<file path="config.mk">
export PLATFORM = sky130hd
export DESIGN_NAME = serial_add_ctrl_flat
export DESIGN_NICKNAME = d
export VERILOG_FILES = /design/src/rtl/serial_add_ctrl_if.sv /design/src/rtl/serial_add_ctrl.sv /design/src/flat_wrapper.sv
export SDC_FILE = /design/constraint.sdc
export NUM_CORES = 1
export LEC_CHECK = 0
export BUFFER_PORTS_ARGS = -buffer_cell sky130_fd_sc_hd__buf_2
export CORE_MARGIN = 10
export CORE_UTILIZATION = 58
export CTS_CLUSTER_SIZE = 25
export DETAILED_ROUTE_END_ITERATION = 10
export PLACE_DENSITY = 0.82
export SLEW_MARGIN = 20
export SYNTH_ARGS = -nofsm -noshare
export SYNTH_HDL_FRONTEND = slang
export SYNTH_HIERARCHICAL = 1
export SYNTH_SLANG_ARGS = --single-unit
</file>
<file path="constraint.sdc">
create_clock -name clk -period 2.4 [get_ports clk]
set_clock_uncertainty 0.1 [all_clocks]
set_input_delay 0.48 -clock clk [delete_from_list [all_inputs] [get_ports clk]]
set_output_delay 0.48 -clock clk [all_outputs]
set_load 0.02 [all_outputs]
</file>
<file path="src/rtl/serial_add_ctrl_if.sv">
// ============================================================================
// Module   : serial_add_ctrl_if
// Brief    : Request/response bundle for the bit-serial adder/subtractor.
// Revision : 1.0 - initial release
// ============================================================================
`default_nettype none

interface serial_add_ctrl_if #(
    parameter int WIDTH = 8
);
    logic             start;
    logic             op_sub;
    logic [WIDTH-1:0] a_in;
    logic [WIDTH-1:0] b_in;
    logic             cin_in;
    logic             busy;
    logic             done;
    logic [WIDTH-1:0] sum_out;
    logic             cout_out;

    modport master (
        output start, op_sub, a_in, b_in, cin_in,
        input  busy, done, sum_out, cout_out
    );

    modport slave (
        input  start, op_sub, a_in, b_in, cin_in,
        output busy, done, sum_out, cout_out
    );
endinterface

`default_nettype wire

</file>
<file path="src/rtl/serial_add_ctrl.sv">
// ============================================================================
// Module   : serial_add_ctrl (+ fa)
// Brief    : Bit-serial add/subtract controller, one full-adder bit per clock.
// Revision : 1.0 - initial release
// ============================================================================
`default_nettype none

module fa (
    input  wire logic a,
    input  wire logic b,
    input  wire logic cin,
    output logic      sum,
    output logic      cout
);
    assign sum  = a ^ b ^ cin;
    assign cout = (a & b) | (a & cin) | (b & cin);
endmodule

module serial_add_ctrl #(
    parameter int WIDTH = 8,
    parameter int CNT_W = 5
) (
    input  wire logic          clk,
    input  wire logic          rst_n,
    serial_add_ctrl_if.slave   bus
);
    typedef enum logic [1:0] {
        S_IDLE = 2'd0,
        S_ADD  = 2'd1,
        S_DONE = 2'd2
    } state_t;

    localparam logic [CNT_W-1:0] C_LAST_BIT = CNT_W'(WIDTH - 1);

    state_t             state_q, state_d;
    logic [WIDTH-1:0]   a_sr_q, a_sr_d;
    logic [WIDTH-1:0]   b_sr_q, b_sr_d;
    logic [WIDTH-1:0]   res_sr_q, res_sr_d;
    logic               carry_q, carry_d;
    logic [CNT_W-1:0]   cnt_q, cnt_d;
    logic [WIDTH-1:0]   sum_q, sum_d;
    logic               cout_q, cout_d;

    logic               w_fa_sum;
    logic               w_fa_cout;
    logic [WIDTH-1:0]   w_res_next;

    fa u_fa (
        .a    (a_sr_q[0]),
        .b    (b_sr_q[0]),
        .cin  (carry_q),
        .sum  (w_fa_sum),
        .cout (w_fa_cout)
    );

    // New bit enters at the MSB so the LSB-first stream lands in place after WIDTH shifts.
    generate
        if (WIDTH == 1) begin : g_res_single
            assign w_res_next = w_fa_sum;
        end else begin : g_res_multi
            assign w_res_next = {w_fa_sum, res_sr_q[WIDTH-1:1]};
        end
    endgenerate

    always_comb begin
        state_d  = state_q;
        a_sr_d   = a_sr_q;
        b_sr_d   = b_sr_q;
        res_sr_d = res_sr_q;
        carry_d  = carry_q;
        cnt_d    = cnt_q;
        sum_d    = sum_q;
        cout_d   = cout_q;

        case (state_q)
            S_IDLE: begin
                if (bus.start) begin
                    a_sr_d   = bus.a_in;
                    // Subtract as a + ~b + 1; the +1 rides in on the initial carry.
                    b_sr_d   = bus.op_sub ? ~bus.b_in : bus.b_in;
                    carry_d  = bus.op_sub ? 1'b1 : bus.cin_in;
                    cnt_d    = '0;
                    res_sr_d = '0;
                    state_d  = S_ADD;
                end
            end
            S_ADD: begin
                res_sr_d = w_res_next;
                a_sr_d   = a_sr_q >> 1;
                b_sr_d   = b_sr_q >> 1;
                carry_d  = w_fa_cout;
                cnt_d    = cnt_q + CNT_W'(1);
                if (cnt_q == C_LAST_BIT) begin
                    sum_d   = w_res_next;
                    cout_d  = w_fa_cout;
                    state_d = S_DONE;
                end
            end
            S_DONE: begin
                state_d = S_IDLE;
            end
            default: begin
                state_d = S_IDLE;
            end
        endcase
    end

    always_ff @(posedge clk or negedge rst_n) begin
        if (!rst_n) begin
            state_q  <= S_IDLE;
            a_sr_q   <= '0;
            b_sr_q   <= '0;
            res_sr_q <= '0;
            carry_q  <= 1'b0;
            cnt_q    <= '0;
            sum_q    <= '0;
            cout_q   <= 1'b0;
        end else begin
            state_q  <= state_d;
            a_sr_q   <= a_sr_d;
            b_sr_q   <= b_sr_d;
            res_sr_q <= res_sr_d;
            carry_q  <= carry_d;
            cnt_q    <= cnt_d;
            sum_q    <= sum_d;
            cout_q   <= cout_d;
        end
    end

    assign bus.busy     = (state_q == S_ADD);
    assign bus.done     = (state_q == S_DONE);
    assign bus.sum_out  = sum_q;
    assign bus.cout_out = cout_q;
endmodule

`default_nettype wire

</file>
<file path="src/flat_wrapper.sv">
// flat-port wrapper written by rule: the top's interface ports become plain ports
module serial_add_ctrl_flat 
#(
    parameter int WIDTH = 8,
    parameter int CNT_W = 5
)
  (clk, rst_n, bus_start, bus_op_sub, bus_a_in, bus_b_in, bus_cin_in, bus_busy, bus_done, bus_sum_out, bus_cout_out);
  serial_add_ctrl_if #(.WIDTH(WIDTH)) bus_i ();
  input  wire logic clk;
  input  wire logic rst_n;
  input wire logic [$bits(bus_i.start)-1:0] bus_start;
  input wire logic [$bits(bus_i.op_sub)-1:0] bus_op_sub;
  input wire logic [$bits(bus_i.a_in)-1:0] bus_a_in;
  input wire logic [$bits(bus_i.b_in)-1:0] bus_b_in;
  input wire logic [$bits(bus_i.cin_in)-1:0] bus_cin_in;
  output wire logic [$bits(bus_i.busy)-1:0] bus_busy;
  output wire logic [$bits(bus_i.done)-1:0] bus_done;
  output wire logic [$bits(bus_i.sum_out)-1:0] bus_sum_out;
  output wire logic [$bits(bus_i.cout_out)-1:0] bus_cout_out;
  assign bus_i.start = bus_start;
  assign bus_i.op_sub = bus_op_sub;
  assign bus_i.a_in = bus_a_in;
  assign bus_i.b_in = bus_b_in;
  assign bus_i.cin_in = bus_cin_in;
  assign bus_busy = bus_i.busy;
  assign bus_done = bus_i.done;
  assign bus_sum_out = bus_i.sum_out;
  assign bus_cout_out = bus_i.cout_out;
  serial_add_ctrl #(.WIDTH(WIDTH), .CNT_W(CNT_W)) u_core (.clk(clk), .rst_n(rst_n), .bus(bus_i));
endmodule
</file>
==> results.md, run 1 <==
Status:
- The flow ran to the end, and the final reports show no timing, DRC or antenna violations.

Clock tree:
- Hold repair after CTS inserted 0 buffers.
- Clock latency on the worst-skew pair, taken at its later pin, is roughly 0.34 ns.
- In this run the number of H-tree levels came out at 2.
- After clock tree synthesis, the repair step resized 0 gates.
- The number of buffers on the longest clock path is 2.
- Clock tree synthesis inserted a total of 5 buffers.
- The tree built by TritonCTS fans out to 40 sinks.
- Post-CTS timing repair inserted 0 buffers for setup.
- Clock-pin slew was measured on the worst setup and hold paths at approximately 0.11 ns.
- The CTS tree is built.
- The buffer cell driving the clock tree root is sky130_fd_sc_hd__clkbuf_4.

Global route:
- The via count of the first global-routing pass came to 1,456.
- The first global-routing pass estimated 6.60 mm of wire.
- The total global routing overflow is 0.
- Entering global routing, the biggest net connects 41 pins.
- The overall routing resource usage is 13.5%.
- The initial antenna violation count is 0.

Synthesis:
- The number of warnings issued by yosys is 6.
- In this run, synthesis inferred 0 flip-flops with an integrated enable.
- Summing every instance area after synthesis gives between 1500 and 2000 um^2.
- By area the synthesized netlist is led by sky130_fd_sc_hd__dfrtp_1 (54%), sky130_fd_sc_hd__mux2_2 (5.5%), sky130_fd_sc_hd__a22o_1 (3.8%).
- The mux contribution to synthesized area is 6.59%.
- Synthesis produced a netlist with a net count of about 180.
- After Yosys synthesis, XOR and XNOR cells account for under 10% of the synthesized area.
- In the synthesized netlist the dominant register cell turns out to be sky130_fd_sc_hd__dfrtp_1.
- Of the total synthesized cell area, the portion taken by full adders, half adders and majority gates is 1.77%.
- In the post-synthesis netlist, the cell with the most instances is sky130_fd_sc_hd__dfrtp_1.
- The netlist uses 30 different library cells.
- The commonest cells after synthesis are sky130_fd_sc_hd__dfrtp_1 (40), sky130_fd_sc_hd__o21ai_0 (12).
- The synthesized netlist devotes between 10% and 20% of its cell area to compound gates.
- The area fraction in and, or, nand and nor cells after synthesis is 8.63%.
- The dominant combinational cell family by area after synthesis is compound AO/OA/AOI/OAI gates.
- The area fraction of the dominant cell type after synthesis is a little over half.
- The synthesized design contains 40 register bits.
- The fraction of synthesis flops using an asynchronous set or reset pin is 100%.
- After synthesis, flip-flops and latches occupy 54.4% of the total area.
- After technology mapping, the gate count stands at 158.
- The post-synthesis area per instance is 11.6 um^2.
- The leading area contributor after synthesis is sky130_fd_sc_hd__dfrtp_1.

Power and ir drop:
- The power density of the placed cells is about 1200 nW/um^2.
- The worst ir drop on vdd is roughly 0.66 mV.
- The analysis attributes to cell leakage a power of 0.000983 uW.

Timing:
- The final worst slack is 0.275 ns.
- The worst hold slack after final layout is 0.141 ns.
- The achievable frequency is approximately 470 MHz.
- The setup-violating endpoint count in the final report is 0.
- The part of the cycle the worst path needs is between 80% and 90%.
- The total count of hold-check failures in the final report is 0.
- The worst max-slew margin expressed relative to the limit is 41.9%.
- The final setup TNS is 0 ns.
- The worst-margin pin slew is 0.871 ns.
- The max-slew violation count is 0.
- The shortest clock period the worst path allows after layout is 2.12 ns.
- Setup repair after global routing left no endpoint under its margin.

Layout:
- The filler cell count is between 200 and 300.
- At the end of the flow, the number of nets in the layout was 213.
- The fraction of layout instances using a drive strength above 1 is slightly below 30%.
- The total inserted antenna cells is 0.
- The area growth from synthesis to layout is 12.8%.

Detailed routing:
- The final antenna-violating net count is 0.
- In the final routed layout, each cell accounts on average for roughly 16 um.
- The first routing iteration left 111 violations.
- After detailed routing, the number of vias per cell comes to 5.71.
- For this block, the routed nets add up to 3.83 mm of wire.
- For this run, design rule violations remaining after detail routing come to 0.
- The number of vias in the routed layout is 1,343.
- The number of detailed-route iterations in the first pass is 6.

Hold path:
- In this run the worst hold path is classified as input port to async pin.

Critical path:
- The required arrival time at the worst endpoint is 1.82 ns.
- The path type of the worst setup path is register to primary output.
- The type of destination of the critical path is a primary output.
- The highest fanout seen on the critical path is 20.
- The worst setup path is launched from a register.
- For the worst setup path, the data arrival time is 1.54 ns.

Floorplan:
- The die height is 76.3 um.
- For this design the top-level I/O count stands at 32.
- The die covers 5830 um^2.
- For this configuration, the core starts out at a cell density of 60.3%.
- From left edge to right edge, the die measures approximately 76 um.
- The placeable core region is 3050 um^2.
- The number of placement rows is 20.

Placement:
- The HPWL after detailed placement is 2.74 mm.
- The count of input and output buffers is 31.
- OpenSTA, run right after detailed placement, puts the worst setup slack at ~0.67 ns.
- At the end of routability-driven placement, the weighted congestion stood at 0.800.

Job:
- Max-cap violations in this run came to 0.
-- stage by stage --
stage | total power, uW | area [um^2] | utilization (%) | instances
detailed placement | 2120 | 2020 | 66.0 | 227
finish | 2450 | 2080 | 68.0 | 235
floorplan | 1830 | 1840 | - | 158
CTS | 2470 | 2080 | 68.0 | 235
global placement | 2060 | 2020 | 66.0 | 227
global route | 2640 | 2080 | 68.0 | 235
-- worst paths after layout --
check	depth (start not counted)	slack (ns)	from	to
min reg2reg	1	0.38	u_core/cnt_q[4]$_DFFE_PN0P_	u_core/cnt_q[4]$_DFFE_PN0P_
max in group asynchronous	1	1.52	rst_n	u_core/cnt_q[4]$_DFFE_PN0P_
min in group clk	3	0.28	bus_a_in[7]	u_core/a_sr_q[7]$_DFFE_PN0P_
max	4	0.28	u_core/state_q[1]$_DFFE_PN0P_	bus_busy
max reg2reg	6	0.64	u_core/state_q[1]$_DFFE_PN0P_	u_core/cnt_q[3]$_DFFE_PN0P_
min	1	0.14	rst_n	u_core/res_sr_q[5]$_DFFE_PN0P_
-- per-layer routing --
metal	global-route usage [%]	part of all wire (%)	up-vias
li1	-	-	639
met1	15.5	44	669
met2	22.1	49	29
met3	5.19	6.0	6
met4	5.20	1.3	0
met5	0	0	-
-- flip-flops by register name, indices dropped and copies added (netlist names) --
register / cells
u_core/a_sr_q: 8
u_core/b_sr_q: 8
u_core/bus.sum_out: 8
u_core/res_sr_q: 7
u_core/cnt_q: 5
u_core/state_q: 2
u_core/bus.cout_out: 1
u_core/carry_q: 1
-- critical path, stage by stage, from the launching register on --
cell and delay (ns):
sky130_fd_sc_hd__dfrtp_1 0.39, sky130_fd_sc_hd__buf_4 0.21, sky130_fd_sc_hd__nand2b_1 0.20, sky130_fd_sc_hd__inv_2 0.19, sky130_fd_sc_hd__buf_2 0.21
-- cells by family after synthesis --
group,after synthesis
adders and majority gates,2
and+or+nand+nor,28
AOI/OAI and AO/OA,51
buffers and inverters,18
DFF,40
xor gates and xnor gates,8
muxes,11
-- cell type report --
cell class,count,area [um^2],share of cell area (%)
Clock inverter,2,10.0,0.482
Sequential cell,40,1000,48.2
Timing Repair Buffer,35,185,8.92
Multi-Input combinational cell,100,744,35.8
Inverter,8,30.0,1.45
Clock buffer,6,51.3,2.47
Tap cell,44,55.1,2.65
-- layout by cell type (no fill, tap or decap), types with 2 or more instances in the layout --
cell / Yosys / routed
sky130_fd_sc_hd__a21oi_1: 8 / 8
sky130_fd_sc_hd__a221o_1: 5 / 5
sky130_fd_sc_hd__a22o_1: 8 / 8
sky130_fd_sc_hd__a22oi_1: 9 / 9
sky130_fd_sc_hd__buf_2: 4 / 31
sky130_fd_sc_hd__buf_4: 0 / 4
sky130_fd_sc_hd__clkbuf_4: 0 / 5
sky130_fd_sc_hd__clkinv_2: 0 / 2
sky130_fd_sc_hd__dfrtp_1: 40 / 40
sky130_fd_sc_hd__inv_1: 7 / 7
sky130_fd_sc_hd__mux2_2: 9 / 9
sky130_fd_sc_hd__mux2i_1: 2 / 2
sky130_fd_sc_hd__nand2_1: 9 / 9
sky130_fd_sc_hd__nand4_1: 2 / 2
sky130_fd_sc_hd__nor2_1: 2 / 2
sky130_fd_sc_hd__nor2b_1: 9 / 9
sky130_fd_sc_hd__o211ai_1: 2 / 2
sky130_fd_sc_hd__o21ai_0: 12 / 12
sky130_fd_sc_hd__o32ai_1: 5 / 5
sky130_fd_sc_hd__xnor2_1: 8 / 8
-- power by group --
group	switching [uW]	leakage [uW]	internal, uW
combinational	534	0.000421	437
clock	211	0.0000380	139
sequential	193	0.000524	936
Power figures use the tool's default switching activity.
==> inputs of run 2 (changes only) <==
--- a/config.mk
+++ b/config.mk
@@ -8,6 +8,7 @@
 export BUFFER_PORTS_ARGS = -buffer_cell sky130_fd_sc_hd__buf_2
 export CORE_MARGIN = 10
 export CORE_UTILIZATION = 58
+export CTS_BUF_LIST = sky130_fd_sc_hd__clkbuf_4
 export CTS_CLUSTER_SIZE = 25
 export DETAILED_ROUTE_END_ITERATION = 10
 export PLACE_DENSITY = 0.82
==> results.md, run 2 (same netlist as run 1, synthesis figures left out) <==
Floorplan:
- The die width is approximately 76 um.
- The die covers a little under 6000 um^2.
- The core region is 3050 um^2.
- The die is 76.3 um tall.
- In this run the core area contains 20 standard-cell rows.
- For this configuration, the core starts out at a cell density of 60.3%.
- 32 I/O pins were placed.

Timing:
- The max-slew violation count is 0.
- The part of the cycle the worst path needs is 88.7%.
- Based on the critical path, the design can be clocked at up to between 400 and 500 MHz.
- Setup total negative slack on the finished layout was measured at 0 ns.
- The setup-violating endpoint count in the final report is 0.
- The shortest clock period the worst path allows after layout is 2.13 ns.
- The worst-margin pin slew is 0.859 ns.
- The total count of hold-check failures in the final report is 0.
- Setup repair after global routing left no endpoint under its margin.
- In this run the tightest slew margin relative to its limit is a little over two fifths.
- On the final layout, the worst hold slack is approximately 0.13 ns.

Placement:
- The HPWL after detailed placement is 2.74 mm.
- Input and output buffers added on the ports amount to 31.
- Including well taps, the total number of placed cells is 227.
- The final weighted congestion of routability-driven global placement is 0.800.

Power and ir drop:
- The reported leakage power is slightly below 0.001 uW.
- Power comes to between 2000 and 2500 uW.
- The worst ir drop on vdd is 0.665 mV.
- Of the total power, registers draw 46.7%.
- The internal power consumption is 1480 uW.
- The net switching fraction of the power is 38.8%.
- For this design the total switching power over the nets is 938 uW.
- The power share of the clock group is 13.2%.
- Dividing total power by cell area gives a power density of 1170 nW/um^2.
- Combinational cells account for about two fifths of the total power.

Layout:
- The count of cells in the finished layout, fillers not included, comes to 235.
- The library cells used most frequently in the layout, excluding fill and tap cells, are sky130_fd_sc_hd__dfrtp_1 (40), sky130_fd_sc_hd__buf_2 (31), sky130_fd_sc_hd__o21ai_0 (12).
- The most common cell after layout, fill and taps aside is sky130_fd_sc_hd__dfrtp_1.
- The post-route netlist has 28.8% of its cells at a drive strength greater than 1.
- The count of nets after finishing is 213.
- The final design utilization is about two thirds.
- The growth of design area from synthesis to finish is 12.3%.
- The total inserted antenna cells is 0.

Hold path:
- The worst hold path class is input port to async pin.

Global route:
- The initial antenna violation count came to 0.
- The first global-routing pass estimated 6.60 mm of wire.
- The via count of the first global-routing pass is 1,457.
- The maximum number of pins on one net before global-route repair is 41.
- The total overflow left after global routing is 0.
- The overall routing resource usage is around 13%.

Job:
- Max-cap violations in this run came to 0.

Detailed routing:
- The final antenna-violating net count is 0.
- Before antenna repair, the detailed router went through 6 iterations.
- The detailed-route wire length per cell is 16.3 um.
- Using the TritonRoute via totals, the vias-per-cell ratio works out to 5.73.
- In the routed design, unresolved DRC markers number 0.
- The final route contains 1,347 vias.
- The number of DRC markers in iteration 0 is 111.
- The overall routed net length is about 3.8 mm.

Clock tree:
- The number of clock buffers inserted by TritonCTS is 5.
- After clock tree synthesis, the clock-pin slew on the worst setup and hold paths is 0.11 ns.
- The clock tree synthesis step divided the H-tree into 2 levels.
- The number of setup buffers added after CTS is 0.
- TritonCTS built the clock tree.
- The clock insertion delay at the later pin of the skew report is 0.35 ns.
- The number of buffers on the longest clock path is 2.
- The clock sink count is 40.
- The quantity of hold-fixing buffers added after cts is 0.
- The buffer cell driving the clock tree root is sky130_fd_sc_hd__clkbuf_4.
- Once the clock tree was built, the resizer swapped 0 gates to a different size.

Status:
- The flow ran to the end, and the final reports show no timing, DRC or antenna violations.

Critical path:
- At the worst endpoint, the arrival time is 1.55 ns.
- The element type at the critical path start is a register.
- Counting cells, the worst reg-to-reg path comes to 6.
- The highest fanout seen on the critical path is 20.
- The type of destination of the critical path is a primary output.
- The worst register-to-register path begins at u_core/state_q[1]$_DFFE_PN0P_.
- The path type of the worst setup path is register to primary output.
- The reg-to-reg setup timing slack is 0.63 ns.
- The capture point of the worst path is bus_busy.
- The worst register-to-register path ends at u_core/cnt_q[3]$_DFFE_PN0P_.
- The first element of the critical path is u_core/state_q[1]$_DFFE_PN0P_.
- The required arrival time at the worst endpoint is around 1.8 ns.
[run 2: cell count changes in the layout (fill, tap and decap cells not counted), sizes merged]
cell	previous run	this run
clkinv	2	3
clkbuf	6	5
[run 2: power by group through the flow]
stage          Clock [uW]  Combinational (uW)  Sequential [uW]
2_1_floorplan           0                 671             1160
3_3_place_gp            0                 929             1130
3_5_place_dp            0                 974             1140
4_1_cts               330                 982             1130
5_1_grt               366                1080             1160
6_report              319                 970             1130
[run 2: worst max-delay path, stage by stage (launching register included)]
cell	delay [ns]
sky130_fd_sc_hd__dfrtp_1	0.39
sky130_fd_sc_hd__buf_4	0.21
sky130_fd_sc_hd__nand2b_1	0.20
sky130_fd_sc_hd__inv_2	0.19
sky130_fd_sc_hd__buf_2	0.21
[run 2: how the worst min path moves through the flow]
| stage | cells past startpoint | endpoint | start | slack (ns) |
|---|---|---|---|---|
| floorplan | 0 | u_core/a_sr_q[0]$_DFFE_PN0P_ | rst_n | 0.08 |
| global placement | 1 | u_core/cnt_q[4]$_DFFE_PN0P_ | u_core/cnt_q[4]$_DFFE_PN0P_ | 0.36 |
| detailed placement | 1 | u_core/cnt_q[4]$_DFFE_PN0P_ | u_core/cnt_q[4]$_DFFE_PN0P_ | 0.37 |
| CTS | 1 | u_core/a_sr_q[2]$_DFFE_PN0P_ | rst_n | 0.15 |
| global route | 1 | u_core/bus.cout_out$_DFFE_PN0P_ | rst_n | 0.19 |
| finish | 1 | u_core/res_sr_q[5]$_DFFE_PN0P_ | rst_n | 0.13 |
[run 2: cell type report]
type                            count  area (um^2)
Sequential cell                    40         1000
Fill cell                         255          986
Multi-Input combinational cell    100          744
Timing Repair Buffer               35          185
Tap cell                           44         55.1
Clock buffer                        5         37.5
Inverter                            8         30.0
Clock inverter                      3         13.8
[run 2: layer usage]
| metal | part of all wire, % | GRT usage, % |
|---|---|---|
| met3 | 6.0 | 4.83 |
| met1 | 43 | 15.7 |
| met4 | 1.1 | 5.20 |
| met2 | 50 | 22.0 |
| met5 | 0 | 0 |
[run 2: metrics by stage]
stage | cell area, um^2 | worst slack (ns)
floorplan | 1840 | 0.734
global placement | 2020 | 0.702
detailed placement | 2020 | 0.669
CTS | 2070 | 0.277
global route | 2070 | 0.184
finish | 2070 | 0.272
==> inputs of run 3 (changes only) <==
--- a/config.mk
+++ b/config.mk
@@ -11,7 +11,7 @@
 export CTS_BUF_LIST = sky130_fd_sc_hd__clkbuf_4
 export CTS_CLUSTER_SIZE = 25
 export DETAILED_ROUTE_END_ITERATION = 10
-export PLACE_DENSITY = 0.82
+export PLACE_DENSITY = 0.85
 export SLEW_MARGIN = 20
 export SYNTH_ARGS = -nofsm -noshare
 export SYNTH_HDL_FRONTEND = slang
==> results.md, run 3 (same netlist as run 1, synthesis figures left out) <==
Global route:
- The overall routing resource usage is around 14%.
- The via count of the first global-routing pass is about 1,400.
- The maximum number of pins on one net before global-route repair is 41.
- The first global-routing pass estimated 6.75 mm of wire.
- The initial antenna violation count came to 0.
- Global routing finished with a remaining overflow of 0.

Timing:
- The shortest clock period the worst path allows after layout is 2.16 ns.
- The max-slew violation count is 0.
- Setup repair after global routing left no endpoint under its margin.
- On the final layout, the worst hold slack is 0.113 ns.
- Headroom to the max-slew limit came out at 42.9%.
- The achievable frequency is 464 MHz.
- Setup violations remaining at the end of the flow were counted as 0.
- For the pin with the worst max-slew slack, the measured transition is 0.857 ns.
- In the final timing run, aggregate negative setup slack is 0 ns.
- In the post-route analysis, the smallest setup slack over all paths is approximately 0.24 ns.
- Of the available clock period, the critical path in the final layout requires about nine tenths.
- The total count of hold-check failures in the final report was 0.

Clock tree:
- The CTS tree is built.
- The number of clock buffers inserted by TritonCTS is 5.
- Hold repair after CTS inserted 0 buffers.
- The number of gates resized after CTS was 0.
- The clock insertion delay at the later pin of the skew report is around 0.36 ns.
- The number of buffers on the longest clock path is 2.
- The post-CTS clock slew at the launch and capture registers of the worst setup and hold paths is roughly 0.12 ns.
- The clock drives 40 sinks.
- The H-tree was split into 2 levels.
- The tree is rooted in a sky130_fd_sc_hd__clkbuf_4.
- The count of buffers added by post-CTS timing repair for setup is 0.

Floorplan:
- Once the floorplan was initialized, standard cells occupied between 60% and 70% of the core.
- The placeable core region is between 3000 and 4000 um^2.
- The full die area is 5830 um^2.
- The die is 76.3 um tall.
- The number of placement rows is 20.
- The die width is 76.3 um.
- During I/O placement, the number of pins put on the boundary was 32.

Critical path:
- Broken down by cell family, the worst path's largest delay share belongs to buffers and inverters.
- The critical path goes through nand2b_1, inv_2, buf_2.
- Data on the critical path arrives at its endpoint at around 1.6 ns.
- The required arrival time at the worst endpoint is ~1.8 ns.
- The highest cell delay on the worst timing path is 0.40 ns.
- Of all nets on the critical path, the largest fanout is 28.
- STA classifies the critical path endpoint as a primary output.
- By startpoint and endpoint, the worst setup path is classified as register to primary output.
- The cell with the largest stage delay on the worst path is sky130_fd_sc_hd__dfrtp_1.
- The buffering stage count on the worst path with inverters included is 2.
- The worst setup path is launched from a register.

Layout:
- The fraction of layout instances using a drive strength above 1 is 28.4%.
- The repair_antennas step left the layout with diodes totalling 0.
- In the layout the commonest cells are sky130_fd_sc_hd__dfrtp_1 (40), sky130_fd_sc_hd__buf_2 (31), sky130_fd_sc_hd__o21ai_0 (12).
- The count of nets after finishing is between 200 and 250.
- The multi-input combinational cell area is between 700 and 800 um^2.
- The growth of design area from synthesis to finish is 12.2%.
- The filler-free cell count of the finished design is 234.
- At the end of the flow the core is filled with cells to around two thirds.
- The filler cell count is 259.
- Summing all flip-flop and latch instances after layout gives 1000 um^2.
- The library cell used most frequently in the layout, excluding fill and tap cells, is sky130_fd_sc_hd__dfrtp_1.

Detailed routing:
- The first detailed-routing pass ran for 4 iterations.
- The detailed router finished its first iteration with roughly 130 violations.
- After detailed routing, the number of remaining DRC violations is 0.
- Dividing the detail-routed via count by the number of cells gives 5.76.
- The final route contains between 1,000 and 1,500 vias.
- The final antenna-violating net count is 0.
- Dividing the detail-routed wire length by the instance count gives 16.3 um.
- The overall routed net length is 3.81 mm.

Placement:
- The cell count after placement is 226.
- Detailed placement ended at an HPWL of around 2.6 mm.
- The final weighted congestion of routability-driven global placement is 0.792.
- Timing analysis after detailed placement gives a worst setup slack of 0.640 ns.
- The count of input and output buffers is 31.

Hold path:
- The worst hold path class is input port to async pin.

Status:
- The run finished with clean final reports.

Power and ir drop:
- The worst ir drop on vdd is 0.691 mV.
- The power density of the placed cells is 1170 nW/um^2.
- The reported leakage power is 0.000966 uW.

Job:
- Max-cap violations in this run came to 0.
==> run 3: cell count changes in the layout (fill, tap and decap cells not counted), sizes merged <==
cell / before / now
clkinv: 3 / 1
clkinvlp: 0 / 2
buf: 35 / 34
==> run 3: path summary, 6_finish.rpt <==
| kind | startpoint | endpoint | slack (ns) | cells after the start |
|---|---|---|---|---|
| min | rst_n | u_core/a_sr_q[4]$_DFFE_PN0P_ | 0.11 | 1 |
| max in group asynchronous | rst_n | u_core/b_sr_q[7]$_DFFE_PN0P_ | 1.56 | 1 |
| max reg2reg | u_core/state_q[1]$_DFFE_PN0P_ | u_core/bus.sum_out[3]$_DFFE_PN0P_ | 0.63 | 4 |
| min reg2reg | u_core/cnt_q[4]$_DFFE_PN0P_ | u_core/cnt_q[4]$_DFFE_PN0P_ | 0.38 | 1 |
| min in group clk | bus_a_in[7] | u_core/a_sr_q[7]$_DFFE_PN0P_ | 0.26 | 3 |
| max | u_core/state_q[1]$_DFFE_PN0P_ | bus_busy | 0.24 | 3 |
==> run 3: power breakdown <==
part,switching (uW),leakage [uW],total (uW),internal (uW)
clock network,225,0.0000249,335,110
logic,536,0.000417,960,424
registers,185,0.000524,1120,936
total,945,0.000966,2420,1470
==> run 3: per-stage QoR <==
| stage | area, um^2 | power, uW |
|---|---|---|
| after CTS | 2060 | 2440 |
| after detailed placement | 2010 | 2090 |
| final | 2060 | 2420 |
| after global placement | 2010 | 2040 |
| after global routing | 2060 | 2620 |
| after floorplan | 1840 | 1830 |
==> run 3: area by class of cell <==
type / instances / share of cell area [%]
repair buffers: 34 / 8.61
inverters: 8 / 1.45
flip-flops and latches: 40 / 48.5
clock inverters: 3 / 0.909
multi-input cells: 100 / 36.1
clock buffers: 5 / 1.82
well taps: 44 / 2.67
==> run 3: worst register-to-register path: cells and delay by family, from the launching register on <==
kind	cells	cell delay (ns)
flops	1	0.40
mux	1	0.34
simple gates	2	0.45
buf+inv	1	0.37
==> run 3: routing by layer <==
layer | share of wire [%] | global-route usage [%] | wire (um)
met1 | 45 | 17.3 | 1720
met2 | 47 | 21.4 | 1790
met5 | 0 | 0 | 0
met4 | 2.4 | 7.43 | 93
met3 | 5.3 | 4.48 | 202
